<file path="config.mk">
export PLATFORM = sky130hd
export DESIGN_NAME = regfile_dumper
export DESIGN_NICKNAME = d
export VERILOG_FILES = /design/src/rtl/regfile_dumper.sv
export SDC_FILE = /design/constraint.sdc
export NUM_CORES = 1
export LEC_CHECK = 0
export ABC_AREA = 1
export BUFFER_PORTS_ARGS = -buffer_cell sky130_fd_sc_hd__buf_2
export CAP_MARGIN = 20
export CORE_ASPECT_RATIO = 2
export CORE_MARGIN = 5
export CORE_UTILIZATION = 47
export DETAILED_ROUTE_END_ITERATION = 6
export PLACE_DENSITY = 0.86
export SYNTH_ARGS = -nofsm -noshare
export SYNTH_HDL_FRONTEND = slang
export SYNTH_SLANG_ARGS = --single-unit
</file>
<file path="constraint.sdc">
create_clock -name clk -period 1.9 [get_ports clk]
set_input_delay 0.095 -clock clk [delete_from_list [all_inputs] [get_ports clk]]
set_output_delay 0.095 -clock clk [all_outputs]
set_load 0.02 [all_outputs]
</file>
<file path="src/rtl/regfile_dumper.sv">
// Debug read-out engine: stalls the CPU, walks the regfile read port over
// [FIRST_REG, LAST_REG] and streams each (address, data) pair on valid/ready.
module regfile_dumper #(
   parameter int FIRST_REG = 0,
   parameter int LAST_REG  = 31
) (
   input  logic        clk,
   input  logic        reset,
   input  logic        start,
   output logic        busy,
   output logic        halt_req,
   output logic [4:0]  rf_raddr,
   input  logic [31:0] rf_rdata,
   output logic        out_valid,
   input  logic        out_ready,
   output logic [4:0]  out_addr,
   output logic [31:0] out_data,
   output logic        out_last,
   output logic        done
);

   localparam logic [4:0] FIRST_IDX = 5'(FIRST_REG);
   localparam logic [4:0] LAST_IDX  = 5'(LAST_REG);

   typedef enum logic [2:0] {
      ST_IDLE   = 3'd0,
      ST_SETTLE = 3'd1,
      ST_READ   = 3'd2,
      ST_SEND   = 3'd3,
      ST_DONE   = 3'd4
   } state_t;

   state_t      state_r;
   state_t      state_s;
   logic [4:0]  idx_r;
   logic        at_last_s;
   logic        send_hs_s;
   logic        busy_r;
   logic        halt_req_r;
   logic        out_valid_r;
   logic [4:0]  out_addr_r;
   logic [31:0] out_data_r;
   logic        out_last_r;
   logic        done_r;

   // The index register doubles as the read address, so it stays valid through READ
   assign at_last_s = (idx_r == LAST_IDX);
   assign send_hs_s = (state_r == ST_SEND) && out_ready;

   // Next-state decode
   always_comb begin
      state_s = state_r;
      case (state_r)
         ST_IDLE: begin
            if (start) begin
               state_s = ST_SETTLE;
            end else begin
               state_s = ST_IDLE;
            end
         end
         ST_SETTLE: state_s = ST_READ;
         ST_READ:   state_s = ST_SEND;
         ST_SEND: begin
            if (!out_ready) begin
               state_s = ST_SEND;
            end else if (at_last_s) begin
               state_s = ST_DONE;
            end else begin
               state_s = ST_READ;
            end
         end
         ST_DONE:   state_s = ST_IDLE;
         default:   state_s = ST_IDLE;
      endcase
   end

   // State register
   always_ff @(posedge clk) begin
      if (reset) begin
         state_r <= ST_IDLE;
      end else begin
         state_r <= state_s;
      end
   end

   // Status outputs registered from the upcoming state so they align with it
   always_ff @(posedge clk) begin
      if (reset) begin
         busy_r     <= 1'b0;
         halt_req_r <= 1'b0;
         done_r     <= 1'b0;
      end else begin
         busy_r     <= (state_s != ST_IDLE);
         halt_req_r <= (state_s == ST_SETTLE) || (state_s == ST_READ) || (state_s == ST_SEND);
         done_r     <= (state_s == ST_DONE);
      end
   end

   // Index walk and output word capture
   always_ff @(posedge clk) begin
      if (reset) begin
         idx_r       <= FIRST_IDX;
         out_valid_r <= 1'b0;
         out_addr_r  <= 5'd0;
         out_data_r  <= 32'd0;
         out_last_r  <= 1'b0;
      end else begin
         if ((state_r == ST_IDLE) && start) begin
            idx_r <= FIRST_IDX;
         end else if (send_hs_s && !at_last_s) begin
            idx_r <= idx_r + 5'd1;
         end
         if (state_r == ST_READ) begin
            out_valid_r <= 1'b1;
            out_addr_r  <= idx_r;
            out_data_r  <= rf_rdata;
            out_last_r  <= at_last_s;
         end else if (send_hs_s) begin
            out_valid_r <= 1'b0;
         end
      end
   end

   assign busy      = busy_r;
   assign halt_req  = halt_req_r;
   assign rf_raddr  = idx_r;
   assign out_valid = out_valid_r;
   assign out_addr  = out_addr_r;
   assign out_data  = out_data_r;
   assign out_last  = out_last_r;
   assign done      = done_r;

endmodule

</file>
======== Yosys cells after proc, flatten, opt, wreduce, memory -nomap -nowiden ========
Index checks and enable logic that the tools add are counted.
storage, ports and cells
  register bits ........................... 50
  bits of input ports ..................... 36
  output and inout port bits .............. 47
  logic and storage cells ................. 34
operators by class
  add/sub/neg operators ................... 1
  equality and inequality tests ........... 8
  multiplexer cells ....................... 6
  reduce and logical (&&, ||, !) cells .... 10
operators with widths
  cell                 number
  $eq 3x2->1 const B   4
  $pmux 3 s4           1
  $eq 3x1->1 const B   2
  $mux 3               2
  $add 5x1->5 const B  1
  $eq 5x5->1 const B   1
  $eq 3x3->1 const B   1
  $logic_and 1x1->1    3
  $logic_not 3->1      1
  $mux 1               3
  $reduce_bool 3->1    1
  $logic_or 1x1->1     2
  $reduce_bool 2->1    1
  $reduce_or 2->1      1
  $logic_not 1->1      1

======== Longest topological paths before layout ========
  depth after elaboration ................. 7
  mapped depth ............................ 11
  depth with buffers taken out ............ 11

======== Worst setup path before layout ========
No wires, ideal clock.
  path type ............................... flip-flop to flip-flop
  from .................................... reg idx_r[0] (netlist: rf_raddr[0])
  to ...................................... reg busy_r (netlist: busy)
  library setup time ...................... 115 ps
  arrival ................................. 1480 ps
  required time ........................... 1785 ps
  slack ................................... 305 ps
  stages on the path, launching flop included .. 12
  buffers on the path ..................... 0
  clock period less this slack ............ 1595 ps
  path through ............................ dfxtp_1 ha_1 inv_1 nor3_1 ha_1 nand2_1 inv_1 nand2_1 nand2_1 nand3_1 nand2_1 nand2_1
between the ends
  word-level cells in the longest chain between the ends .. 5
RTL lines
  element                 RTL line  source
  from (decl)             35        logic [4:0] idx_r;
  from (signal assigned)  111       idx_r <= idx_r + 5'd1;
  $eq 5x5->1              47        assign at_last_s = (idx_r == LAST_IDX);
  via at_last_s           36        logic at_last_s;
  $mux 3                  66        end else if (at_last_s) begin
  $mux 3                  64        if (!out_ready) begin
  $pmux 3 s4              53        case (state_r)
  $reduce_bool 3->1       93        busy_r <= (state_s != ST_IDLE);
  to (signal assigned)    93
  to (decl)               38        logic busy_r;
The timed path passes the listed nets, and every way through them passes these cells.
A chain may end at the register's enable or synchronous reset.

======== Worst setup path in the final report ========
  from .................................... reg idx_r[1] (netlist: rf_raddr[1])
  to ...................................... reg idx_r[4] (netlist: rf_raddr[4])
between the ends
  word-level cells in the longest chain between the ends .. 3
  elaborated cells between the ends (all ways) .. 4
  classes of those cells .................. add/sub (1); eq/ne (1); reduce/logical (2)
RTL lines
  element            RTL line  source
  $eq 5x5->1         47
  via at_last_s      36
  $logic_not 1->1    110       end else if (send_hs_s && !at_last_s) begin
  $logic_and 1x1->1  110
The timed path passes the listed nets, and every way through them passes these cells.

==> impl_metrics.py <==
metrics = {
    "status": {
        "status": "finished, final reports clean",
    },
    "logic_synthesis": {
        "syn_area_sq_mm": 0.00201,
        "synth.area.top_cells": "dfxtp_1, nand2_1, a21oi_1",
        "yosysSeqAreaShare": 0.497,
        "syn_area_per_cell_sq_um": 8.25,
        "synth_cell_types": 21,
        "synth.top_cell.area_share": 0.497,
        "syn-num-nets": 282,
        "syn_inst": 244,
        "yosys.area.top_type": "dfxtp_1",
        "ys.warnings.count": 0,
        "ys_ff_latch": 50,
    },
    "layout": {
        "area_growth_pct": 25.2,
        "finalNetCount": 362,
        "layout_commonest_cell": "buf_2",
        "num_antenna_cells": 0,
        "final_cell_mix": "buf_2, nand2_1, dfxtp_1",
        "final_layout_size_suffix_gt1_frac": 0.372,
    },
    "sta": {
        "worst_slew_pin_slew_ns": 0.705,
        "max_freq_ghz": 0.587,
        "slew_violations": 0,
        "tns_ns": 0,
        "rsz0062_at_grt": "false",
        "finalCriticalPeriod_ns": 1.71,
        "setup_violations": 0,
        "hold_viol": 0,
        "relSlewSlack": 0.529,
        "fin_skew_ns": 0.00562,
        "finalCritPeriodShare": 0.897,
    },
    "power": {
        "peakVddDrop_v": 0.000759,
        "p_clk_frac": 0.284,
        "leakage_nw": 1.15,
        "p_int_w": 0.00150,
        "seq_power_share": 0.541,
        "power.switching_w": 0.000573,
        "power.density_mw_per_mm2": 824,
        "power_frac_comb": 0.174,
        "p_sw_frac": 0.276,
        "p_total_w": 0.00208,
    },
    "clock_network": {
        "cts-root-buf": "clkbuf_8",
        "cts_tree": "yes",
        "clock_sinks": 50,
        "clock_latency_ns": 0.29,
        "cts_buffers": 5,
        "cts_buffer_depth": 2,
        "cts.clk_slew.worst_paths_ns": 0.08,
        "htreeDepth": 2,
        "postCtsSetupRepairBufs": 0,
    },
    "global_routing": {
        "grt_usage": 0.179,
        "grt_pass1_vias": 1911,
        "grt_pass1_wl_um": 8270,
        "grt-ovfl-total": 0,
        "grt_start_max_net_pins": 40,
        "antenna_found_initial": 0,
    },
    "detailed_routing": {
        "wirelength_um": 5030,
        "wire_per_inst_um": 13.4,
        "via_per_inst": 5.09,
        "drtAntennaViolNets": 0,
        "drc": 0,
        "routed-via-count": 1908,
        "drtIter0Drc": 69,
        "drtPass1Iterations": 4,
    },
    "worst_setup_path": {
        "critPathRequiredTime_ns": 2.11,
        "cp.arrival_ns": 1.92,
        "start_kind": "flip-flop",
        "r2r_slack_ns": 0.19,
        "worstSetupEndpointType": "flip-flop",
        "endpoint": "rf_raddr[4]$_SDFFE_PP0P_",
        "worstReg2RegStart": "rf_raddr[1]$_SDFFE_PP0P_",
        "crit_path_start": "rf_raddr[1]$_SDFFE_PP0P_",
        "worst-r2r-cell-count": 8,
        "crit_type": "flip-flop to flip-flop",
        "worstPathMaxFanout": 6,
        "r2r-end": "rf_raddr[4]$_SDFFE_PP0P_",
    },
    "placed_design": {
        "port_buffers": 82,
        "detailed_place_hpwl_um": 3830,
        "place.gp.congestion": 0.811,
    },
    "worst_hold_path": {
        "hold_class": "input pin to flip-flop",
        "worstHoldStart": "rf_rdata[9]",
    },
    "floorplan": {
        "dieArea_sq_mm": 0.00577,
        "die_y_um": 103,
        "die_w_um": 56.3,
        "start_util": 0.488,
        "io_pins": 83,
        "coreArea_sq_mm": 0.00413,
        "rows": 33,
    },
    "run": {
        "max_cap_violations": 0,
    },
}
==> worst min path at each step <==
stage | end | slack [ns] | depth (start not counted)
after floorplan | out_data[10]$_SDFFE_PP0P_ | 0.24 | 2
after global placement | out_data[12]$_SDFFE_PP0P_ | 0.36 | 3
after detailed placement | out_data[12]$_SDFFE_PP0P_ | 0.37 | 3
after CTS | out_data[3]$_SDFFE_PP0P_ | 0.05 | 3
after global routing | out_data[12]$_SDFFE_PP0P_ | 0.05 | 3
final | out_data[9]$_SDFFE_PP0P_ | 0.05 | 3
==> per-layer routing <==
metal  global-route usage  up-vias  part of all wire
li1                     -      958                 -
met1                0.158      869              0.35
met2                0.373       72              0.58
met3               0.0439        9             0.052
met4               0.0695        0             0.017
met5                    0        -                 0
==> repair_timing <==
item / CTS / global route
resized for setup: 0 / 1
setup endpoints to repair: 0 / 1
endpoints found under the hold margin: 0 / 0
hold buffers: 0 / 0
==> power groups by stage <==
| stage | Clock [W] | Sequential [W] | Combinational [W] |
|---|---|---|---|
| final | 0.000591 | 0.00112 | 0.000362 |
| after global routing | 0.000649 | 0.00113 | 0.000403 |
| after CTS | 0.000604 | 0.00112 | 0.000369 |
| after detailed placement | 0 | 0.00115 | 0.000368 |
| after global placement | 0 | 0.00115 | 0.000363 |
| after floorplan | 0 | 0.00121 | 0.000195 |
==> flip-flops by register name, summed over array words and instances (netlist names) <==
register and flops:
done 1, halt_req 1, out_data 32, rf_raddr 5, busy 1, out_addr 5
out_valid 1, out_last 1, state_r 3
==> cell usage after synthesis <==
cell / number
buf_6: 2
nand2_1: 60
nand4_1: 1
o21ai_0: 2
nand2_2: 1
buf_2: 5
inv_2: 1
dfxtp_1: 50
clkbuf_1: 5
a21oi_2: 10
buf_4: 4
ha_1: 2
nand3_2: 10
nand3_1: 33
nor3_1: 2
nor2_1: 4
a21oi_1: 35
nand3b_1: 1
inv_1: 14
nor2_4: 1
buf_8: 1
==> critical path: stages (launching register included) <==
cell and delay [ns]:
dfxtp_1 0.43, ha_1 0.20, inv_1 0.05, nor3_1 0.17
ha_1 0.27, inv_1 0.10, nand2_1 0.17, nand2_1 0.07
a21oi_1 0.17
==> through the flow <==
stage          cells   util  hold WS (ns)  instance area [sq um]  worst slack [ns]
6_report         375  0.611        0.0543                   2520             0.195
5_1_grt          375  0.611        0.0489                   2520            0.0163
4_1_cts          375  0.610        0.0528                   2520             0.191
3_5_place_dp     369  0.590         0.365                   2440             0.222
3_3_place_gp     369  0.590         0.359                   2440             0.362
2_1_floorplan    244      -         0.244                   2010             0.305
==> cells by family (layout without fill, tap and decap cells) <==
family | Yosys count | in the layout | synth area share
AOI/OAI and AO/OA | 47 | 47 | 0.135
adders and majority gates | 2 | 2 | 0.0124
buffers and inverters | 32 | 111 | 0.0833
DFF | 50 | 50 | 0.497
and+or+nand+nor | 113 | 113 | 0.272
==> final cells by class <==
| cell class | instances | area [sq um] |
|---|---|---|
| inverter | 15 | 56.3 |
| timing repair buffer | 90 | 470 |
| multi-input combinational | 162 | 845 |
| tap | 52 | 65.1 |
| sequential | 50 | 1000 |
| clock buffer | 6 | 82.6 |
| fill | 407 | 1610 |
Note: power is estimated with default switching activity, not from simulation.
